--- config.mk ---
export PLATFORM = sky130hd
export DESIGN_NAME = fft_stage_scheduler_flat
export DESIGN_NICKNAME = d
export VERILOG_FILES = /design/src/rtl/fft_pkg.sv /design/src/rtl/fft_stage_scheduler_if.sv /design/src/rtl/fft_sched_delay.sv /design/src/rtl/fft_stage_scheduler.sv /design/src/flat_wrapper.sv
export SDC_FILE = /design/constraint.sdc
export NUM_CORES = 1
export LEC_CHECK = 0
export ABC_AREA = 1
export CORE_ASPECT_RATIO = 0.6
export CORE_UTILIZATION = 45
export CTS_CLUSTER_SIZE = 25
export DETAILED_ROUTE_END_ITERATION = 6
export PLACE_DENSITY_LB_ADDON = 0.08
export SLEW_MARGIN = 5
export SYNTH_ARGS = -nofsm -noshare
export SYNTH_HDL_FRONTEND = slang
export SYNTH_SLANG_ARGS = --single-unit
--- constraint.sdc ---
create_clock -name clk -period 2.85 [get_ports clk]
set_clock_uncertainty 0.05 [all_clocks]
set_input_delay 0.4275 -clock clk [delete_from_list [all_inputs] [get_ports clk]]
set_output_delay 0.4275 -clock clk [all_outputs]
set_load 0.01 [all_outputs]
--- src/rtl/fft_pkg.sv ---
// Shared definitions for the FFT stage scheduler.
// Contents: the scheduler state type, default transform size, and the
// pipeline latency constants that make up PIPE_DELAY.
package fft_pkg;

  typedef enum logic [1:0] {
    IDLE  = 2'd0,
    ISSUE = 2'd1,
    DRAIN = 2'd2,
    DONE  = 2'd3
  } fft_state_e;

  localparam int DEF_LOG2N      = 4;
  localparam int RAM_RD_LAT     = 1;
  localparam int BF_LAT         = 8;
  localparam int DEF_PIPE_DELAY = RAM_RD_LAT + BF_LAT;

endpackage

--- src/rtl/fft_stage_scheduler_if.sv ---
// Memory-side bus of the FFT stage scheduler.
// Carries the RAM read strobe and addresses, the twiddle ROM index, and the
// write-back strobe and addresses.
//   master : driven by the scheduler
//   slave  : seen by the RAM / twiddle ROM / butterfly side
interface fft_stage_scheduler_if
  import fft_pkg::*;
#(
  parameter int LOG2N = DEF_LOG2N
);
  logic             rd_en;
  logic [LOG2N-1:0] rd_addr_a;
  logic [LOG2N-1:0] rd_addr_b;
  logic [LOG2N-2:0] tw_addr;
  logic             wr_en;
  logic [LOG2N-1:0] wr_addr_a;
  logic [LOG2N-1:0] wr_addr_b;

  modport master (
    output rd_en, rd_addr_a, rd_addr_b, tw_addr,
    output wr_en, wr_addr_a, wr_addr_b
  );

  modport slave (
    input rd_en, rd_addr_a, rd_addr_b, tw_addr,
    input wr_en, wr_addr_a, wr_addr_b
  );
endinterface

--- src/rtl/fft_sched_delay.sv ---
// Fixed-depth shift register with synchronous active-low clear.
// Ports:
//   clk   : clock
//   rst_n : synchronous clear, active low
//   din   : word entering the line
//   dout  : word that entered DEPTH cycles earlier
module fft_sched_delay #(
  parameter int WIDTH = 1,
  parameter int DEPTH = 1
) (
  input  logic             clk,
  input  logic             rst_n,
  input  logic [WIDTH-1:0] din,
  output logic [WIDTH-1:0] dout
);

  logic [WIDTH-1:0] sr [DEPTH];

  always_ff @(posedge clk) begin
    if (!rst_n) begin
      for (int i = 0; i < DEPTH; i++) sr[i] <= '0;
    end else begin
      sr[0] <= din;
      for (int i = 1; i < DEPTH; i++) sr[i] <= sr[i-1];
    end
  end

  assign dout = sr[DEPTH-1];

endmodule

--- src/rtl/fft_stage_scheduler.sv ---
// Stage/butterfly sequencer for an in-place radix-2 DIT FFT over one
// pipelined butterfly unit and a dual-port sample RAM (input bit-reversed).
// Ports:
//   clk, rst_n : clock, synchronous active-low reset
//   start      : begin a transform (only honoured in IDLE)
//   busy       : high from first issue cycle through last drain cycle
//   done       : one-cycle completion pulse
//   stage      : current stage index
//   mem        : read/twiddle/write-back bus (master side)
//
// state | meaning
// ------+---------------------------------------------------------------
// IDLE  | waiting for start
// ISSUE | one butterfly read per cycle, k = 0..N/2-1
// DRAIN | no reads for PIPE_DELAY cycles so pending writes land first
// DONE  | done pulse, back to IDLE
module fft_stage_scheduler
  import fft_pkg::*;
#(
  parameter int LOG2N      = DEF_LOG2N,
  parameter int PIPE_DELAY = DEF_PIPE_DELAY
) (
  input  logic                     clk,
  input  logic                     rst_n,
  input  logic                     start,
  output logic                     busy,
  output logic                     done,
  output logic [$clog2(LOG2N)-1:0] stage,
  fft_stage_scheduler_if.master    mem
);

  localparam int HALF = 1 << (LOG2N - 1);
  localparam int SW   = $clog2(LOG2N);
  localparam int KW   = LOG2N - 1;
  localparam int DW   = $clog2(PIPE_DELAY + 1);
  localparam int LW   = 1 + 2 * LOG2N;

  fft_state_e       state;
  logic [KW-1:0]    k;
  logic [DW-1:0]    dcnt;
  logic             rd_en_q;
  logic [LOG2N-1:0] rd_a_q;
  logic [LOG2N-1:0] rd_b_q;
  logic [KW-1:0]    tw_q;
  logic [LW-1:0]    wr_line;

  function automatic logic [LOG2N-1:0] calc_a(input logic [SW-1:0] s,
                                               input logic [KW-1:0] kk);
    int span;
    span = 1 << s;
    return LOG2N'(((int'(kk) >> s) * 2 * span) + (int'(kk) & (span - 1)));
  endfunction

  function automatic logic [LOG2N-1:0] calc_b(input logic [SW-1:0] s,
                                               input logic [KW-1:0] kk);
    return calc_a(s, kk) + LOG2N'(32'd1 << s);
  endfunction

  // pos scaled up so every stage indexes the same N/2-entry twiddle ROM
  function automatic logic [KW-1:0] calc_tw(input logic [SW-1:0] s,
                                             input logic [KW-1:0] kk);
    int pos;
    pos = int'(kk) & ((1 << s) - 1);
    return KW'(pos << (LOG2N - 1 - int'(s)));
  endfunction

  always_ff @(posedge clk) begin
    if (!rst_n) begin
      state   <= IDLE;
      k       <= '0;
      stage   <= '0;
      dcnt    <= '0;
      busy    <= 1'b0;
      done    <= 1'b0;
      rd_en_q <= 1'b0;
      rd_a_q  <= '0;
      rd_b_q  <= '0;
      tw_q    <= '0;
    end else begin
      done <= 1'b0;
      case (state)
        IDLE: begin
          if (start) begin
            state   <= ISSUE;
            stage   <= '0;
            k       <= '0;
            busy    <= 1'b1;
            rd_en_q <= 1'b1;
            rd_a_q  <= calc_a('0, '0);
            rd_b_q  <= calc_b('0, '0);
            tw_q    <= calc_tw('0, '0);
          end
        end
        ISSUE: begin
          if (k == KW'(HALF - 1)) begin
            state   <= DRAIN;
            dcnt    <= DW'(PIPE_DELAY);
            rd_en_q <= 1'b0;
            rd_a_q  <= '0;
            rd_b_q  <= '0;
            tw_q    <= '0;
          end else begin
            k       <= k + 1'b1;
            rd_a_q  <= calc_a(stage, k + 1'b1);
            rd_b_q  <= calc_b(stage, k + 1'b1);
            tw_q    <= calc_tw(stage, k + 1'b1);
          end
        end
        DRAIN: begin
          if (dcnt == DW'(1)) begin
            if (stage == SW'(LOG2N - 1)) begin
              state <= DONE;
              done  <= 1'b1;
              busy  <= 1'b0;
            end else begin
              state   <= ISSUE;
              stage   <= stage + 1'b1;
              k       <= '0;
              rd_en_q <= 1'b1;
              rd_a_q  <= calc_a(stage + 1'b1, '0);
              rd_b_q  <= calc_b(stage + 1'b1, '0);
              tw_q    <= calc_tw(stage + 1'b1, '0);
            end
          end else begin
            dcnt <= dcnt - 1'b1;
          end
        end
        DONE: state <= IDLE;
        default: state <= IDLE;
      endcase
    end
  end

  fft_sched_delay #(
    .WIDTH(LW),
    .DEPTH(PIPE_DELAY)
  ) u_delay (
    .clk  (clk),
    .rst_n(rst_n),
    .din  ({rd_en_q, rd_a_q, rd_b_q}),
    .dout (wr_line)
  );

  assign mem.rd_en     = rd_en_q;
  assign mem.rd_addr_a = rd_a_q;
  assign mem.rd_addr_b = rd_b_q;
  assign mem.tw_addr   = tw_q;
  assign mem.wr_en     = wr_line[LW-1];
  assign mem.wr_addr_a = wr_line[2*LOG2N-1:LOG2N];
  assign mem.wr_addr_b = wr_line[LOG2N-1:0];

endmodule
--- src/flat_wrapper.sv ---
// flat-port wrapper written by rule: the top's interface ports become plain ports
module fft_stage_scheduler_flat import fft_pkg::*;
#(
  parameter int LOG2N      = DEF_LOG2N,
  parameter int PIPE_DELAY = DEF_PIPE_DELAY
)
  (clk, rst_n, start, busy, done, stage, mem_rd_en, mem_rd_addr_a, mem_rd_addr_b, mem_tw_addr, mem_wr_en, mem_wr_addr_a, mem_wr_addr_b);
  fft_stage_scheduler_if #(.LOG2N(LOG2N)) mem_i ();
  input  logic clk;
  input  logic rst_n;
  input  logic start;
  output logic busy;
  output logic done;
  output logic [$clog2(LOG2N)-1:0] stage;
  output wire logic [$bits(mem_i.rd_en)-1:0] mem_rd_en;
  output wire logic [$bits(mem_i.rd_addr_a)-1:0] mem_rd_addr_a;
  output wire logic [$bits(mem_i.rd_addr_b)-1:0] mem_rd_addr_b;
  output wire logic [$bits(mem_i.tw_addr)-1:0] mem_tw_addr;
  output wire logic [$bits(mem_i.wr_en)-1:0] mem_wr_en;
  output wire logic [$bits(mem_i.wr_addr_a)-1:0] mem_wr_addr_a;
  output wire logic [$bits(mem_i.wr_addr_b)-1:0] mem_wr_addr_b;
  assign mem_rd_en = mem_i.rd_en;
  assign mem_rd_addr_a = mem_i.rd_addr_a;
  assign mem_rd_addr_b = mem_i.rd_addr_b;
  assign mem_tw_addr = mem_i.tw_addr;
  assign mem_wr_en = mem_i.wr_en;
  assign mem_wr_addr_a = mem_i.wr_addr_a;
  assign mem_wr_addr_b = mem_i.wr_addr_b;
  fft_stage_scheduler #(.LOG2N(LOG2N), .PIPE_DELAY(PIPE_DELAY)) u_core (.clk(clk), .rst_n(rst_n), .start(start), .busy(busy), .done(done), .stage(stage), .mem(mem_i));
endmodule
# After elaboration in Yosys (flattened, before gate mapping)
# Memories as Yosys holds them, arrays and structs flattened.
# Cells that the tools add are included.
[word_totals] memories=1 output_inout_bits=25 mem_bits_rw=81 inputBits=3 wordCells=114 regBits=25
[classes] muxes=51 eq_ne=13 n_addsub=9 n_shift=6 n_mul=2 reduce_logical=12 n_bitwise=10
[memory_table] memory="u_core.u_delay.sr" words=9 width=9 read_ports=9 rd_clocked_by_memory_dff=0 wr=9 line="fft_sched_delay.sv:17" source="logic [WIDTH-1:0] sr [DEPTH];"
[op_table] operator="$mux 9" count=9
[op_table] operator="$mul 31x32->3" count=2
[op_table] operator="$shl 1x2->32 const A" count=2
[op_table] operator="$mux 4" count=10
[op_table] operator="$and 4x32->32" count=1
[op_table] operator="$shl 1x32->3 const A" count=1
[op_table] operator="$shl 32x32->3" count=1
[op_table] operator="$sub 32x2->32 const B" count=1
[op_table] operator="$shr 1x2->31 const A" count=1
[op_table] operator="$shr 3x2->31" count=1
[op_table] operator="$pmux 4 s3" count=2
[op_table] operator="$mux 3" count=7
[op_table] operator="$pmux 3 s3" count=2
[op_table] operator="$mux 2" count=7
[op_table] operator="$add 4x4->4" count=3
[op_table] operator="$reduce_and 4->1" count=3
[op_table] operator="$reduce_and 5->1" count=2
[op_table] operator="$mux 1" count=9
[op_table] operator="$or 1x1->1" count=9
[op_table] operator="$reduce_and 3->1" count=3
[op_table] operator="$ne 2x2->1 const B" count=4
[op_table] operator="$pmux 2 s4" count=1
[op_table] operator="$pmux 4 s2" count=1
[op_table] operator="$eq 2x2->1 const B" count=3
[op_table] operator="other kinds (14)" count=18

# Logic depth before layout (Yosys ltp)
[logic_depth] ltp_word=7 ltp_mapped=19 depth_no_buf=19

# Cells and area by module
# Synthesis repeated with hierarchy kept, for this count alone.
[hier_totals] hier_cells=483 area_unflattened_um2=4065.1
[modules_own_cells] mod="fft_sched_delay" instances=1 area_each_um2=2398.6 cells_each=261 seq_area_each_um2=1621.6
[modules_own_cells] mod="fft_stage_scheduler" instances=1 area_each_um2=1666.6 cells_each=222 seq_area_each_um2=500.5

# Worst setup path after synthesis
# No wires, ideal clock.
[synth_timing] path_kind="flip-flop to flip-flop" start="reg u_core.k[0]" end="reg u_core.rd_b_q[3], in the netlist u_core.mem.rd_addr_b[3]" path_stages_with_launch=18 required_ns=2.688 n_path_buf=0 t_arrival_ns=2.811 synth_period_minus_slack_ns=2.973 path_slack_ns=-0.123 setup_ns=0.112 cell_sequence="dfxtp_1 ha_1 ha_1 nand2_1 nand2_1 nand2_1 nor2_1 ha_1 fa_1 ha_1 a21o_1 xor2_1 inv_1 nand3_1 nand3_1 nand2_1 nand2_1 nand2_1"
[synth_between] elab_chain_cells=7 elab_cells_between_ends=9 classes_between="add/sub: 3; mul: 1; eq/ne: 1; shift: 1; mux: 2; bitwise: 1"
[synth_rtl] item="start, declared" line="fft_stage_scheduler.sv:39" source="logic [KW-1:0] k;"
[synth_rtl] item="start signal, assigned" line="fft_stage_scheduler.sv:103" source="k <= k + 1'b1;"
[synth_rtl] item="$add 3x1->3" line="fft_stage_scheduler.sv:105" source="rd_b_q <= calc_b(stage, k + 1'b1);"
[synth_rtl] item="$shr 3x2->31" line="fft_stage_scheduler.sv:51" source="return LOG2N'(((int'(kk) >> s) * 2 * span) + (int'(kk) & (span - 1)));"
[synth_rtl] item="$mul 31x32->3" line="fft_stage_scheduler.sv:51"
[synth_rtl] item="$add 4x4->4" line="fft_stage_scheduler.sv:51"
[synth_rtl] item="$add 4x4->4" line="fft_stage_scheduler.sv:56" source="return calc_a(s, kk) + LOG2N'(32'd1 << s);"
[synth_rtl] item="$mux 4 (*)" line="fft_stage_scheduler.sv:95" source="if (k == KW'(HALF - 1)) begin"
[synth_rtl] item="$pmux 4 s3 (*)" line="fft_stage_scheduler.sv:81" source="case (state)"
[synth_rtl] item="end signal, assigned" line="fft_stage_scheduler.sv:90" source="rd_b_q <= calc_b('0, '0);"
[synth_rtl] item="end signal, assigned" line="fft_stage_scheduler.sv:105"
[synth_rtl] item="end signal, assigned" line="fft_stage_scheduler.sv:121" source="rd_b_q <= calc_b(stage + 1'b1, '0);"
[synth_rtl] item="end, declared" line="fft_stage_scheduler.sv:43" source="logic [LOG2N-1:0] rd_b_q;"
# Every way passes the cells marked *; elsewhere a longest branch is shown, timed or not.
# A chain may end at the register's enable or synchronous reset.

# Final worst setup path
# Ends and elaborated chain as after synthesis.

==> results.cfg <==
[route]
drt-pass1-iter-count = 4
post_drt_via_cell_ratio = 4.46
wl_per_cell_microns = 12.0
wl_microns = 7500
drc = 0
num_vias = 2789
first_iter_violations = 181
drtAntennaViolNets = 0

[timing]
rsz0062_at_grt = yes
fin_ws_ns = -0.128
setup_viol = 2
drv_slew = 0
hold_viol = 0
slew_headroom = 0.648
post-route-period-util = 1.04
finalCriticalPeriod_ns = 2.98
fmaxAchievable_ghz = 0.336
finalHoldWorstSlack_ns = 0.360
tightestPinTransition_ns = 0.527

[cts]
root_buffer = clkbuf_16
postCtsHoldBufs = 0
htree_levels = 3
tritoncts = yes
clkLatencyLatePin_ns = 0.34
clk_pin_slew_ns = 0.07
clock_path_buffers = 2
cts_buffers = 9
cts_sinks = 106

[placement]
placed_cell_area_sq_um = 4360
place_ws_ns = -0.110
portBuffers = 27
dp_hpwl_microns = 4890
gp_congestion = 0.874

[floorplan]
fp.dieH_microns = 74.5
die-width_microns = 123
row_count = 26
initial_core_util = 0.464
core_sq_um = 8490
dieArea_sq_um = 9140
pin_count = 28

[synth]
syn_area_sq_um = 3940
yosys_warnings = 0
avgSynthCellArea_sq_um = 8.36
synth_cells = 471
synth.ff_latch_count = 106
ys_types = 38
yosysSeqAreaShare = 0.539
syn_nets = 493

[setup_path]
critPathLaunch = u_core.k[0]$_SDFFE_PN0P_
slowest_delay_ns = 0.56
critPathSlowestCell = fa_1
rrSetupSlack_ns = -0.13
reg2reg_to = u_core.mem.rd_addr_b[3]$_SDFFE_PN0P_
r2r_start = u_core.k[0]$_SDFFE_PN0P_
start_kind = flop
worstPathCellList = ha_4, ha_4, inv_2, nand2_2, nand3_2, nor2_2, ha_1, fa_1, ha_4, a21o_1, xor2_1, inv_1, nand3_1, nand3_1, nand2_1, nand2_1, nand2_1
setup.worst_path.class = flop to flop
crit_path_end_kind = flop
critPathArrivalTime_ns = 3.21
worstPathMaxFanout = 3
r2r_cells = 17
critPathRequiredTime_ns = 3.08

[global_route]
grt_remaining_overflow = 0
grt_pass1_vias = 2485
grt_max_degree = 71
antenna_found_initial = 0
grt_pass1_wl_microns = 12100
grtUsageTotal = 0.179

[final_layout]
final_util = 0.561
syn_to_final_growth_pct = 20.9
antennaDiodeCount = 0
layout_common_cells = 116 x nand2_1, 106 x inv_1, 102 x dfxtp_1
drive_gt1_frac = 0.129
fill_cells = 779
final_common_cell = nand2_1
postLayoutCellArea_sq_um = 4760
fin_nets = 530

[hold_path]
hold_path.class = flop to flop
worstHoldStart = u_core.u_delay.sr[0][39]$_SDFF_PN0_
whs_path_depth = 2
hold_end = u_core.u_delay.sr[0][48]$_SDFF_PN0_

[power]
totalPowerFinal_mw = 3.99
p_leak_nw = 2.58
power_density_nw_per_um2 = 838
ir_drop_v = 0.000371

[run]
cap_violations = 0

[run_status]
status = complete, but fails checks
violations = negative setup slack
report_power, final:
group | internal [mW] | switching [mW]
clock | 0.733 | 0.523
combinational | 0.430 | 0.657
sequential | 1.58 | 0.0656
total | 2.75 | 1.25
worst max-delay path by stage:
stage               slack (ns)                              endpoint
finish                   -0.13  u_core.mem.rd_addr_b[3]$_SDFFE_PN0P_
global route             -0.27  u_core.mem.rd_addr_b[3]$_SDFFE_PN0P_
CTS                      -0.15  u_core.mem.rd_addr_b[3]$_SDFFE_PN0P_
detailed placement       -0.11  u_core.mem.rd_addr_b[3]$_SDFFE_PN0P_
global placement         -0.02  u_core.mem.rd_addr_b[3]$_SDFFE_PN0P_
floorplan                 0.03  u_core.mem.rd_addr_b[3]$_SDFFE_PN0P_
critical path: cells and delay by family, from the launching register on:
kind,cells,cell delay (ns)
simple gates,8,0.61
compound gates,1,0.16
fa+ha+maj,5,1.48
flops,1,0.34
xor+xnor,1,0.19
buf+inv,2,0.10
area by class of cell:
| class | instances | area, sq um | share of cell area |
|---|---|---|---|
| clock inverter | 3 | 46.3 | 0.00972 |
| timing repair buffer | 47 | 432 | 0.0906 |
| clock buffer | 13 | 260 | 0.0546 |
| multi-input combinational | 233 | 1340 | 0.282 |
| tap | 112 | 140 | 0.0294 |
| sequential | 106 | 2130 | 0.447 |
| inverter | 111 | 417 | 0.0875 |
synth_stat cells (all sizes together):
master  count  area, sq um
dfxtp     106         2120
a211oi      1         7.51
conb        1         3.75
a21oi      12         75.1
ha         17          213
o31a        1         8.76
clkbuf     12         45.0
nand3b      1         7.51
nand2     122          468
o22ai       6         37.5
o311a       1         10.0
inv       111          417
nand3      15         90.1
fa          2         40.0
buf         9         71.3
xor2        3         26.3
nor4        1         6.26
a21o        1         7.51
o32ai       2         17.5
o31ai       2         15.0
a31oi       3         18.8
o21ai      16         80.1
nor2       17         90.1
nor3        5         30.0
nand4       4         31.3
cells by family after synthesis:
| group | count (synthesis) | share of synthesized area |
|---|---|---|
| AO/OA/AOI/OAI | 45 | 0.0705 |
| XOR/XNOR | 3 | 0.00667 |
| adder cells (fa/ha/maj) | 19 | 0.0642 |
| buffers and inverters | 132 | 0.135 |
| flip-flops | 106 | 0.539 |
| other | 1 | 0.000952 |
| AND/OR/NAND/NOR | 165 | 0.184 |
metrics by stage:
stage,TNS (ns),instances
4_1_cts,-0.229,622
5_1_grt,-0.487,625
6_report,-0.232,625
2_1_floorplan,0,471
3_3_place_gp,-0.0215,602
3_5_place_dp,-0.122,602
state kept, by name (all words and copies together) (netlist names):
register / flops
u_core.busy: 1
u_core.k: 3
u_core.mem.rd_addr_a: 4
u_core.stage: 2
u_core.done: 1
u_core.dcnt: 4
u_core.mem.rd_en: 1
u_core.mem.rd_addr_b: 4
u_core.u_delay.sr: 81
u_core.mem.tw_addr: 3
u_core.state: 2
repair_timing:
action	4_1_cts	5_1_grt
buffers inserted	4	3
cloned	0	0
pin swaps	11	12
gates resized for setup	4	8
setup endpoints to repair	2	2
layer usage:
metal / up-vias / global-route usage / wire length [microns]
met1: 1226 / 0.245 / 3750
met5: - / 0 / 0
met4: 0 / 0.0610 / 118
met2: 73 / 0.261 / 3040
li1: 1481 / - / -
met3: 9 / 0.0660 / 583
Note: power is estimated with default switching activity, not from simulation.
